--- src/rtl/control_unit.sv ---
// control_unit -- multicycle fetch/decode/execute controller for the 16-bit
// ALU + register file datapath.
//
// An instruction is fetched from a registered instruction memory (read data
// appears the cycle after PC_Out is presented). It is captured into IR in
// DECODE, and then the execute states drive the register file, data memory
// and ALU controls. All control outputs are Moore outputs, decoded only from
// the current state and IR.
//
// Optional feature macro: CU_JUMP_EN
//   defined   : opcode F is JMP (DECODE -> JUMP, PC <= IR[PC_W-1:0])
//   undefined : opcode F is illegal; the JUMP state does not exist
//
// Ports:
//   Clk, Reset_n           clock, async active-low reset
//   Instr_In[15:0]         instruction memory read data
//   PC_Out[PC_W-1:0]       program counter / instruction address
//   IR_Out[15:0]           instruction register
//   State_Out[3:0]         current state encoding (debug)
//   D_Addr[7:0]            data memory address
//   D_Rd, D_Wr             data memory read / write strobes
//   RF_s                   RF write-data select (0 ALU, 1 data memory)
//   RF_W_en, RF_W_Addr     RF write enable / address
//   RF_Ra_Addr, RF_Rb_Addr RF read port addresses
//   ALU_Sel[2:0]           ALU function select
//   Halted                 high while in HALT
//   Illegal                sticky undefined-opcode flag

module control_unit #(
  parameter int PC_W = 7
) (
  input  logic            Clk,
  input  logic            Reset_n,
  input  logic [15:0]     Instr_In,
  output logic [PC_W-1:0] PC_Out,
  output logic [15:0]     IR_Out,
  output logic [3:0]      State_Out,
  output logic [7:0]      D_Addr,
  output logic            D_Rd,
  output logic            D_Wr,
  output logic            RF_s,
  output logic            RF_W_en,
  output logic [3:0]      RF_W_Addr,
  output logic [3:0]      RF_Ra_Addr,
  output logic [3:0]      RF_Rb_Addr,
  output logic [2:0]      ALU_Sel,
  output logic            Halted,
  output logic            Illegal
);

  localparam logic [3:0] S_INIT   = 4'd0;
  localparam logic [3:0] S_FETCH  = 4'd1;
  localparam logic [3:0] S_DECODE = 4'd2;
  localparam logic [3:0] S_LOAD_A = 4'd3;
  localparam logic [3:0] S_LOAD_B = 4'd4;
  localparam logic [3:0] S_STORE  = 4'd5;
  localparam logic [3:0] S_ALU_OP = 4'd6;
  localparam logic [3:0] S_HALT   = 4'd7;
`ifdef CU_JUMP_EN
  localparam logic [3:0] S_JUMP   = 4'd8;
`endif

  localparam logic [3:0] OP_NOOP  = 4'h0;
  localparam logic [3:0] OP_LOAD  = 4'h1;
  localparam logic [3:0] OP_STORE = 4'h2;
  localparam logic [3:0] OP_ADD   = 4'h3;
  localparam logic [3:0] OP_INC   = 4'h9;
  localparam logic [3:0] OP_HALT  = 4'hA;
`ifdef CU_JUMP_EN
  localparam logic [3:0] OP_JMP   = 4'hF;
`endif

  logic [3:0]      state, state_nxt;
  logic [PC_W-1:0] pc;
  logic [15:0]     ir;
  logic            illegal;
  logic [3:0]      dec_op;
  logic            dec_illegal;

  // Opcode being decoded comes straight from memory; IR is only loaded on
  // the DECODE edge.
  assign dec_op = Instr_In[15:12];

  always_comb begin
    dec_illegal = (dec_op > OP_HALT);
`ifdef CU_JUMP_EN
    if (dec_op == OP_JMP) dec_illegal = 1'b0;
`endif
  end

  // ---------------- state register ----------------
  always_ff @(posedge Clk or negedge Reset_n) begin
    if (!Reset_n) state <= S_INIT;
    else          state <= state_nxt;
  end

  // ---------------- next-state logic ----------------
  always_comb begin
    state_nxt = state;
    case (state)
      S_INIT:   state_nxt = S_FETCH;
      S_FETCH:  state_nxt = S_DECODE;
      S_DECODE: begin
        if (dec_op == OP_NOOP)                          state_nxt = S_FETCH;
        else if (dec_op == OP_LOAD)                     state_nxt = S_LOAD_A;
        else if (dec_op == OP_STORE)                    state_nxt = S_STORE;
        else if (dec_op >= OP_ADD && dec_op <= OP_INC)  state_nxt = S_ALU_OP;
`ifdef CU_JUMP_EN
        else if (dec_op == OP_JMP)                      state_nxt = S_JUMP;
`endif
        else                                            state_nxt = S_HALT;
      end
      S_LOAD_A: state_nxt = S_LOAD_B;
      S_LOAD_B: state_nxt = S_FETCH;
      S_STORE:  state_nxt = S_FETCH;
      S_ALU_OP: state_nxt = S_FETCH;
      S_HALT:   state_nxt = S_HALT;
`ifdef CU_JUMP_EN
      S_JUMP:   state_nxt = S_FETCH;
`endif
      default:  state_nxt = S_INIT;
    endcase
  end

  // ---------------- PC / IR / sticky illegal flag ----------------
  // PC advances once per fetched instruction (in DECODE), including HALT
  // and illegal opcodes; a jump then overwrites it in the JUMP state.
  always_ff @(posedge Clk or negedge Reset_n) begin
    if (!Reset_n) begin
      pc      <= '0;
      ir      <= '0;
      illegal <= 1'b0;
    end else begin
      case (state)
        S_INIT: pc <= '0;
        S_DECODE: begin
          ir <= Instr_In;
          pc <= pc + PC_W'(1);
          if (dec_illegal) illegal <= 1'b1;
        end
`ifdef CU_JUMP_EN
        S_JUMP: pc <= ir[PC_W-1:0];
`endif
        default: ;
      endcase
    end
  end

  // ---------------- Moore output decode ----------------
  always_comb begin
    D_Addr     = '0;
    D_Rd       = 1'b0;
    D_Wr       = 1'b0;
    RF_s       = 1'b0;
    RF_W_en    = 1'b0;
    RF_W_Addr  = '0;
    RF_Ra_Addr = '0;
    RF_Rb_Addr = '0;
    ALU_Sel    = '0;
    Halted     = 1'b0;
    case (state)
      S_LOAD_A: begin
        D_Addr = ir[7:0];
        D_Rd   = 1'b1;
      end
      S_LOAD_B: begin
        D_Addr    = ir[7:0];
        RF_s      = 1'b1;
        RF_W_en   = 1'b1;
        RF_W_Addr = ir[11:8];
      end
      S_STORE: begin
        D_Addr     = ir[7:0];
        RF_Ra_Addr = ir[11:8];
        D_Wr       = 1'b1;
      end
      S_ALU_OP: begin
        RF_Ra_Addr = ir[7:4];
        RF_Rb_Addr = ir[3:0];
        // opcodes 3..9 map to selects 1..7; mod-8 subtract on the low
        // three opcode bits gives the same result (9 -> 1 - 2 = 7)
        ALU_Sel    = ir[14:12] - 3'd2;
        RF_W_en    = 1'b1;
        RF_W_Addr  = ir[11:8];
      end
      S_HALT: Halted = 1'b1;
      default: ;
    endcase
  end

  assign PC_Out    = pc;
  assign IR_Out    = ir;
  assign State_Out = state;
  assign Illegal   = illegal;

endmodule
--- config.mk ---
export PLATFORM = sky130hd
export DESIGN_NAME = control_unit
export DESIGN_NICKNAME = d
export VERILOG_FILES = /design/src/rtl/control_unit.sv
export SDC_FILE = /design/constraint.sdc
export NUM_CORES = 1
export LEC_CHECK = 0
export ABC_AREA = 0
export CAP_MARGIN = 25
export CORE_MARGIN = 1
export CORE_UTILIZATION = 42
export CTS_BUF_LIST = sky130_fd_sc_hd__clkbuf_16
export DETAILED_ROUTE_END_ITERATION = 12
export PLACE_DENSITY = 0.84
export SLEW_MARGIN = 15
export SYNTH_ARGS = -nofsm -noshare
export SYNTH_HDL_FRONTEND = slang
export SYNTH_SLANG_ARGS = --single-unit
--- constraint.sdc ---
create_clock -name Clk -period 3.1 [get_ports Clk]
set_clock_uncertainty 0.15 [all_clocks]
set_input_delay 0.62 -clock Clk [delete_from_list [all_inputs] [get_ports Clk]]
set_output_delay 0.62 -clock Clk [all_outputs]
set_load 0.01 [all_outputs]
# After elaboration in Yosys (flattened, before gate mapping)
# Cells that the tools add are included.
op_classes:
  n_addsub: 2
  order_cmp: 3
  n_eq_ne: 9
  muxes: 16
  reduce_logical: 8
ops:
  columns: ["operator", "n"]
  rows:
  - ["== test 4 x 3 -> 1 bit (second input constant)", 4]
  - ["case mux 3 bit (5 select lines)", 1]
  - ["case mux 7 bit (2 select lines)", 1]
  - ["== test 4 x 2 -> 1 bit (second input constant)", 3]
  - ["two-way mux 3 bit", 3]
  - ["== test 4 x 1 -> 1 bit (second input constant)", 2]
  - ["logical NOT 4 bit", 2]
  - ["two-way mux 4 bit", 2]
  - ["two-way mux 8 bit", 1]
  - ["case mux 4 bit (2 select lines)", 1]
  - ["adder 7 x 1 -> 7 bit (second input constant)", 1]
  - ["two-way mux 1 bit", 6]
  - [">= comparator 4 x 2 -> 1 bit (second input constant)", 1]
  - ["> comparator 4 bit (second input constant)", 1]
  - ["less-or-equal comparator 4 bit (second input constant)", 1]
  - ["OR reduction 4 bit", 1]
  - ["OR reduction 3 bit", 1]
  - ["subtractor 3 x 2 -> 3 bit (second input constant)", 1]
  - ["two-way mux 2 bit", 1]
  - ["AND reduction 2 bit", 1]
  - ["nonzero test 2 bit", 1]
  - ["OR reduction 2 bit", 1]
  - ["logical AND 1 bit", 1]
word_totals:
  reg_bits: 28
  in_bits: 18
  output_inout_bits: 56
  wordCells: 42

# Logic depth before layout (Yosys ltp)
# Gate-level depths: netlist (run 1).
depth:
  word_depth: 7
  mapped_depth: 5

# Worst setup path before layout (run 1)
# No wires, ideal clock.
synth_timing:
  path_kind: "register to output"
  from: "register state[0] (netlist: State_Out[0])"
  to: "output port ALU_Sel[2]"
  arrival_ps: 1329
  t_required_ps: 2330
  slack_ps: 1001
  path_stages_with_launch: 6
  path_cell_list: "dfrtp_1 buf_6 and2b_1 clkbuf_1 nand2_1 nor2_1"
synth_via:
  elab_chain_len: 2
synth_lines:
  columns: ["item", "line_no", "text"]
  rows:
  - ["from (decl)", "73", "logic [3:0] state, state_nxt;"]
  - ["from (signal assigned)", "94", "else state <= state_nxt;"]
  - ["== test 4 x 3 -> 1 bit", "161", "case (state)"]
  - ["two-way mux 3 bit", "161", null]
  - ["to (decl)", "46", "output logic [2:0] ALU_Sel,"]
# Every way passes these cells.

# Worst setup path after layout (run 1)
layout_timing:
  from: "register state[2] (netlist: State_Out[2])"
  to: "output port RF_Ra_Addr[1]"
layout_via:
  elab_chain_len: 2
  elab_cells_between_ends: 3
  cone_classes: "eq/ne: 2; mux: 1"
layout_lines:
  columns: ["item", "line_no", "text"]
  rows:
  - ["== test 4 x 3 -> 1 bit", "161", null]
  - ["case mux 4 bit (2 select lines) (*)", "161", null]
  - ["to (decl)", "44", "output logic [3:0] RF_Ra_Addr,"]
# Every way passes the cells marked *; elsewhere a longest branch is shown, timed or not.

==> metrics.txt, run 1 <==
crit path launch type=flip-flop; DRC Markers=0; peak supply drop=0.000500 V; CTS tree=done; ranking of synthesized cells by area=dfrtp_1 (47%), mux2_2 (13%), and2_1 (6.1%); busiest grt layer=met2; critical path class=reg2out; sequential power share=roughly a third; Cell Area, Synth=roughly 1400 sq um; Lkg Pwr=~0.00094 uW; Inserted Clock Buffers=3; Distinct cells, synth=37; Max Cap Violations=0; gp weighted congestion=between 0.7 and 0.8; drt initial violations=34; Placement Rows=20; Core ar.=approximately 3200 sq um; Crit. End Element=output port; yosys warns=0; Via Count=roughly 1300; Synth top area share=roughly 47%; die width=between 60 and 70 um; CP Max Fanout=13; Avg Cell Area, Syn=approximately 11 sq um; Mapped Cells=135; first-pass GRT wire length=5870 um; Clk Latency, worst-skew pair=roughly 0.26 ns; fin crit period=about 2.9 ns; Placed Area=about 2200 sq um; initial antenna violation count=0; reg2reg path depth=3; most common cell in the synthesized netlist=dfrtp_1; Slowest-stage cell, CP=dfrtp_1; count of hold-fix buffers inserted at cts=0; hold crit path type=reg2reg; port buffer count=72; flip-flop and latch count after synthesis=27; post_cts resized=0; Critical Path RT=2.33 ns; Reg clk slew, reported paths=0.06 ns; die area=roughly 3600 sq um; post-DP HPWL=approximately 2800 um; Clk pwr share=around an eighth; outcome=complete, no violations; grt ovf=0; FFs w/ async S/R, synth=100%; hold wc startpoint=Illegal; largest net degree at the start of global routing=28; Hold Path Sink=Illegal; R2R Path End=IR_Out[12]; Starting Density=around 45%; relative slew slack=around 54%; EDFF count, synth=0; Top FF cell, synth=dfrtp_1; Hold Path Stages=1; met2 Use GR=a little over a third; Seq/Total Area, Yosys=47.2%; ANT nets after route=0; register area=676 sq um; Setup Buffers After CTS=0; cell taking the most area after synthesis=dfrtp_1; RSZ-0062 raised after global routing=no; Tcrit/Tclk final=about 94%; fin nets=roughly 220; CTS Sinks=27; PwrDens=991 nW/um^2; FILL cells=243; Fmax=approximately 340 MHz; Synth Net Count=between 150 and 200; clk buf depth=2; Overall Global Routing Usage=between 20% and 30%; routing usage on met1=~30%; Commonest cells post-synth=dfrtp_1 (27), mux2_2 (17), and2_1 (14); Logic pwr share=55.2%; net switching power=799 uW; vias in the first global route=roughly 1200; final hold vios=0; setup_tns=0 ns; CTS H-tree depth=1; WP data arrival=about 2.1 ns; sw frac=a little over a third; internal power=roughly 1400 uW; CP max stage delay=slightly below 0.6 ns; r2r startpoint=State_Out[1]; layout cells sized above 1=between 10% and 20%; Max Slew Vio Count=0; drt wl/cell=between 15 and 20 um; r2r setup slk=between 1 and 1.5 ns; number of setup violations in the final report=0; Slew @ Worst Pin=between 0.6 and 0.7 ns; Die Y-Extent=roughly 60 um; root buffer cell=clkbuf_16; Post-Route WL=~3800 um; drt via density=between 5 and 6; cell chain of the critical path=and2b_1 > and2_1 > a22o_1 > clkdlybuf4s50_1; multi-input logic area=694 sq um; synthesis-to-finish area growth=56.3%; met3 GRT Util=approximately 4.9%; drt pass-1 iters=5; final instance area=roughly 2200 sq um; n_diodes=0; Top Ports=74
area by class of cell:
type | instances | area share, %
timing repair buffer | 74 | 32.8
multi-input combinational | 98 | 31.0
sequential | 27 | 30.2
clock buffer | 3 | 3.35
tap | 44 | 2.46
clock inverter | 1 | 0.168
layer usage:
layer	vias up	part of all wire, %
met5	-	0
met4	0	1.5
met3	6	5.2
met2	36	49
met1	635	44
li1	609	-
registers in the layout, indices dropped and copies added, names as in the netlist:
name       cells
Illegal        1
PC_Out         7
IR_Out        16
State_Out      3
placed cells by master, fill, tap and decap left out, types with 3 or more instances in the layout:
| master | instances |
|---|---|
| a22o_1 | 4 |
| and2_1 | 14 |
| and3_1 | 6 |
| clkbuf_16 | 3 |
| clkdlybuf4s50_1 | 72 |
| dfrtp_1 | 27 |
| mux2_2 | 17 |
| nand2_1 | 12 |
| nand2b_1 | 3 |
| nand3_1 | 6 |
| nor2_1 | 5 |
| nor3_1 | 3 |
| o21ai_0 | 4 |
cell families after synthesis:
group           share of synthesized area, %
buf+inv                                 4.37
compound gates                          9.08
xor+xnor                                1.22
simple gates                            23.0
flops                                   47.2
fa+ha+maj                              0.873
mux                                     14.1
other cells                            0.262
through the flow:
step,total power [uW],util (%),setup WS [ns],hold slack [ns],std cells
final,2220,71.0,0.193,0.339,247
after global routing,2370,71.0,0.0799,0.367,247
after CTS,2230,71.0,0.201,0.344,247
after detailed placement,1940,68.5,0.484,0.314,243
after global placement,1910,68.5,0.578,0.320,243
after floorplan,1280,-,1.00,0.174,135
worst max-delay path, delay by kind of cell, from the launching register on:
kind,cells,cell delay (ns)
buffers and inverters,1,0.53
AND/OR/NAND/NOR,2,0.62
AO/OA/AOI/OAI,1,0.15
flip-flops,1,0.58
worst max path at each step:
stage / start / endpoint / depth (start not counted)
floorplan: State_Out[0] / ALU_Sel[2] / 5
global placement: State_Out[2] / RF_Ra_Addr[1] / 4
detailed placement: State_Out[2] / RF_Ra_Addr[1] / 4
CTS: State_Out[2] / RF_Ra_Addr[1] / 4
global route: State_Out[2] / RF_Ra_Addr[0] / 4
finish: State_Out[2] / RF_Ra_Addr[1] / 4
power groups by stage:
| stage | combinational [uW] | clock [uW] | sequential, uW |
|---|---|---|---|
| after global routing | 1320 | 310 | 741 |
| after floorplan | 571 | 0 | 711 |
| after CTS | 1230 | 291 | 709 |
| after detailed placement | 1220 | 0 | 713 |
| final | 1220 | 286 | 709 |
| after global placement | 1210 | 0 | 700 |
Note: power is estimated with default switching activity, not from simulation.
==> run 2, diff against run 1 <==
CORE_UTILIZATION = 39   (was 42)
PLACE_DENSITY = 0.79   (was 0.84)
clock period = 2.82 ns   (was 3.1 ns; I/O delays follow)
==> run 2 against run 1 <==
Net effect:
- die area increased by 7.4%
- design area grew 1.2%
- sequential share of layout area is 0.31 points lower
- core utilization down 4.7 points
- final cell count grew 1.2%
- via count about the same
- first-iteration DRC count increased by 47%
- global-route usage decreased by 0.84 points
- non-clock buffer count is 1 higher
- register-to-register slack got worse by 0.33 ns
- worst hold slack improved by 0.013 ns
- wire length up 3.2%
==> metrics.txt, run 2 (synthesis gave the netlist of run 1 again) <==
post-DP HPWL=around 2800 um; fin crit period=2.71 ns; Fmax=~370 MHz; cell chain of the critical path=and2b_4 > and2_1 > a22o_1 > clkdlybuf4s50_1; Placement Rows=21; drt wl/cell=between 15 and 20 um; peak supply drop=approximately 0.00060 V; hold_ws=roughly 0.35 ns; hold crit path type=reg2reg; Clk Latency, worst-skew pair=between 0.2 and 0.3 ns; final worst setup slack=0.108 ns; synthesis-to-finish area growth=58.3%; internal power=around 1600 uW; CTS Sinks=27; Overall Global Routing Usage=between 20% and 30%; commonest cells after routing, fill and taps aside=clkdlybuf4s50_1 (72), dfrtp_1 (26), mux2_2 (17); port buffer count=between 70 and 80; grt ovf=0; Clk pwr share=a little over an eighth; register area=~680 sq um; outcome=complete, no violations; pre-CTS WS=roughly 0.24 ns; reg2reg path depth=3; Inserted Clock Buffers=3; r2r setup slk=around 0.7 ns; CP max stage delay=0.55 ns; Critical Path Stages=4; vias in the first global route=around 1300; delay-heaviest family, CP=simple AND/OR/NAND/NOR gates; net switching power=approximately 900 uW; Max Slew Vio Count=0; Reg clk slew, reported paths=around 0.07 ns; final hold vios=0; number of setup violations in the final report=0; sequential power share=between 30% and 40%; critical path class=reg2out; gp weighted congestion=0.838; crit path launch type=flip-flop; Tcrit/Tclk final=between 90% and 100%; r2r startpoint=State_Out[1]; drt pass-1 iters=4; Post-Place Cells=around 250; RSZ-0062 raised after global routing=no; Setup Buffers After CTS=0; Starting Density=between 40% and 50%; count of hold-fix buffers inserted at cts=0; PwrDens=between 1000 and 1500 nW/um^2; WP buf/inv=1; initial antenna violation count=0; first-pass GRT wire length=6550 um; Logic pwr share=approximately 56%; commonest non-fill, non-tap cell in the layout=clkdlybuf4s50_1; largest net degree at the start of global routing=28; drt initial violations=50; max FFs per register=16; Via Count=about 1300; fin nets=~220; die width=approximately 63 um; sw frac=between 30% and 40%; Core Util, Final=between 60% and 70%; fin cells=250; Die Y-Extent=~63 um; ANT nets after route=0; setup_tns=0 ns; Max Cap Violations=0; Crit. End Element=output port; layout cells sized above 1=between 10% and 20%; drt via density=5.14; R2R Path End=IR_Out[9]; die area=3920 sq um; multi-input logic area=709 sq um; CP Max Fanout=13; n_diodes=0; relative slew slack=a little over half; Core ar.=~3400 sq um; CTS tree=done; Top Ports=between 70 and 80; Worst Setup SP=State_Out[0]; Setup crit end=RF_Ra_Addr[1]; root buffer cell=clkbuf_16; FILL cells=between 200 and 300; CTS H-tree depth=1; Critical Path RT=approximately 2.1 ns; Slew @ Worst Pin=~0.71 ns; clk buf depth=2; DRC Markers=0; Post-Route WL=between 3000 and 4000 um; WP data arrival=approximately 2 ns; Slowest-stage cell, CP=clkdlybuf4s50_1; Lkg Pwr=about 0.00094 uW
==> run 2: worst min path at each step <==
stage / from / end / depth (start not counted)
2_1_floorplan: Reset_n / IR_Out[0] / 0
3_3_place_gp: Illegal / Illegal / 1
3_5_place_dp: Illegal / Illegal / 1
4_1_cts: Illegal / Illegal / 1
5_1_grt: Illegal / Illegal / 1
6_report: Illegal / Illegal / 1
==> run 2: metrics by stage <==
step           power (uW)  instance area, sq um
3_3_place_gp         2110                  2170
3_5_place_dp         2140                  2170
4_1_cts              2490                  2260
2_1_floorplan        1410                  1430
6_report             2490                  2270
5_1_grt              2650                  2270
==> run 2: layer usage <==
metal | GRT usage (%) | part of all wire (%) | up-vias | wire length, um
met5 | 0 | 0 | - | 0
met4 | 6.40 | 0.79 | 0 | 31
met3 | 4.74 | 5.9 | 4 | 232
met2 | 36.4 | 52 | 40 | 2060
met1 | 26.4 | 41 | 632 | 1620
li1 | - | - | 609 | -
==> run 2: power groups by stage <==
| stage | sequential (uW) | clock (uW) | combinational, uW |
|---|---|---|---|
| 4_1_cts | 769 | 330 | 1390 |
| 2_1_floorplan | 781 | 0 | 628 |
| 6_report | 778 | 325 | 1390 |
| 3_3_place_gp | 760 | 0 | 1350 |
| 5_1_grt | 808 | 347 | 1490 |
| 3_5_place_dp | 767 | 0 | 1370 |
==> run 2: worst reg2reg max path: stages (launching register included) <==
cell	delay (ns)
dfrtp_1	0.54
buf_4	0.29
and2_1	0.62
mux2_2	0.42
==> run 2: final cells by class <==
cell class	instances	area share, %
clock buffers	3	3.31
flip-flops and latches	27	29.9
well taps	46	2.54
clock inverters	1	0.221
repair buffers	75	32.8
multi-input cells	98	31.3
==> run 2: what timing repair did <==
| item | 4_1_cts | 5_1_grt |
|---|---|---|
| resized for setup | 2 | 3 |
| endpoints found under the setup margin | 9 | 12 |
| pin swaps | 0 | 0 |
| hold endpoints to repair | 0 | 0 |
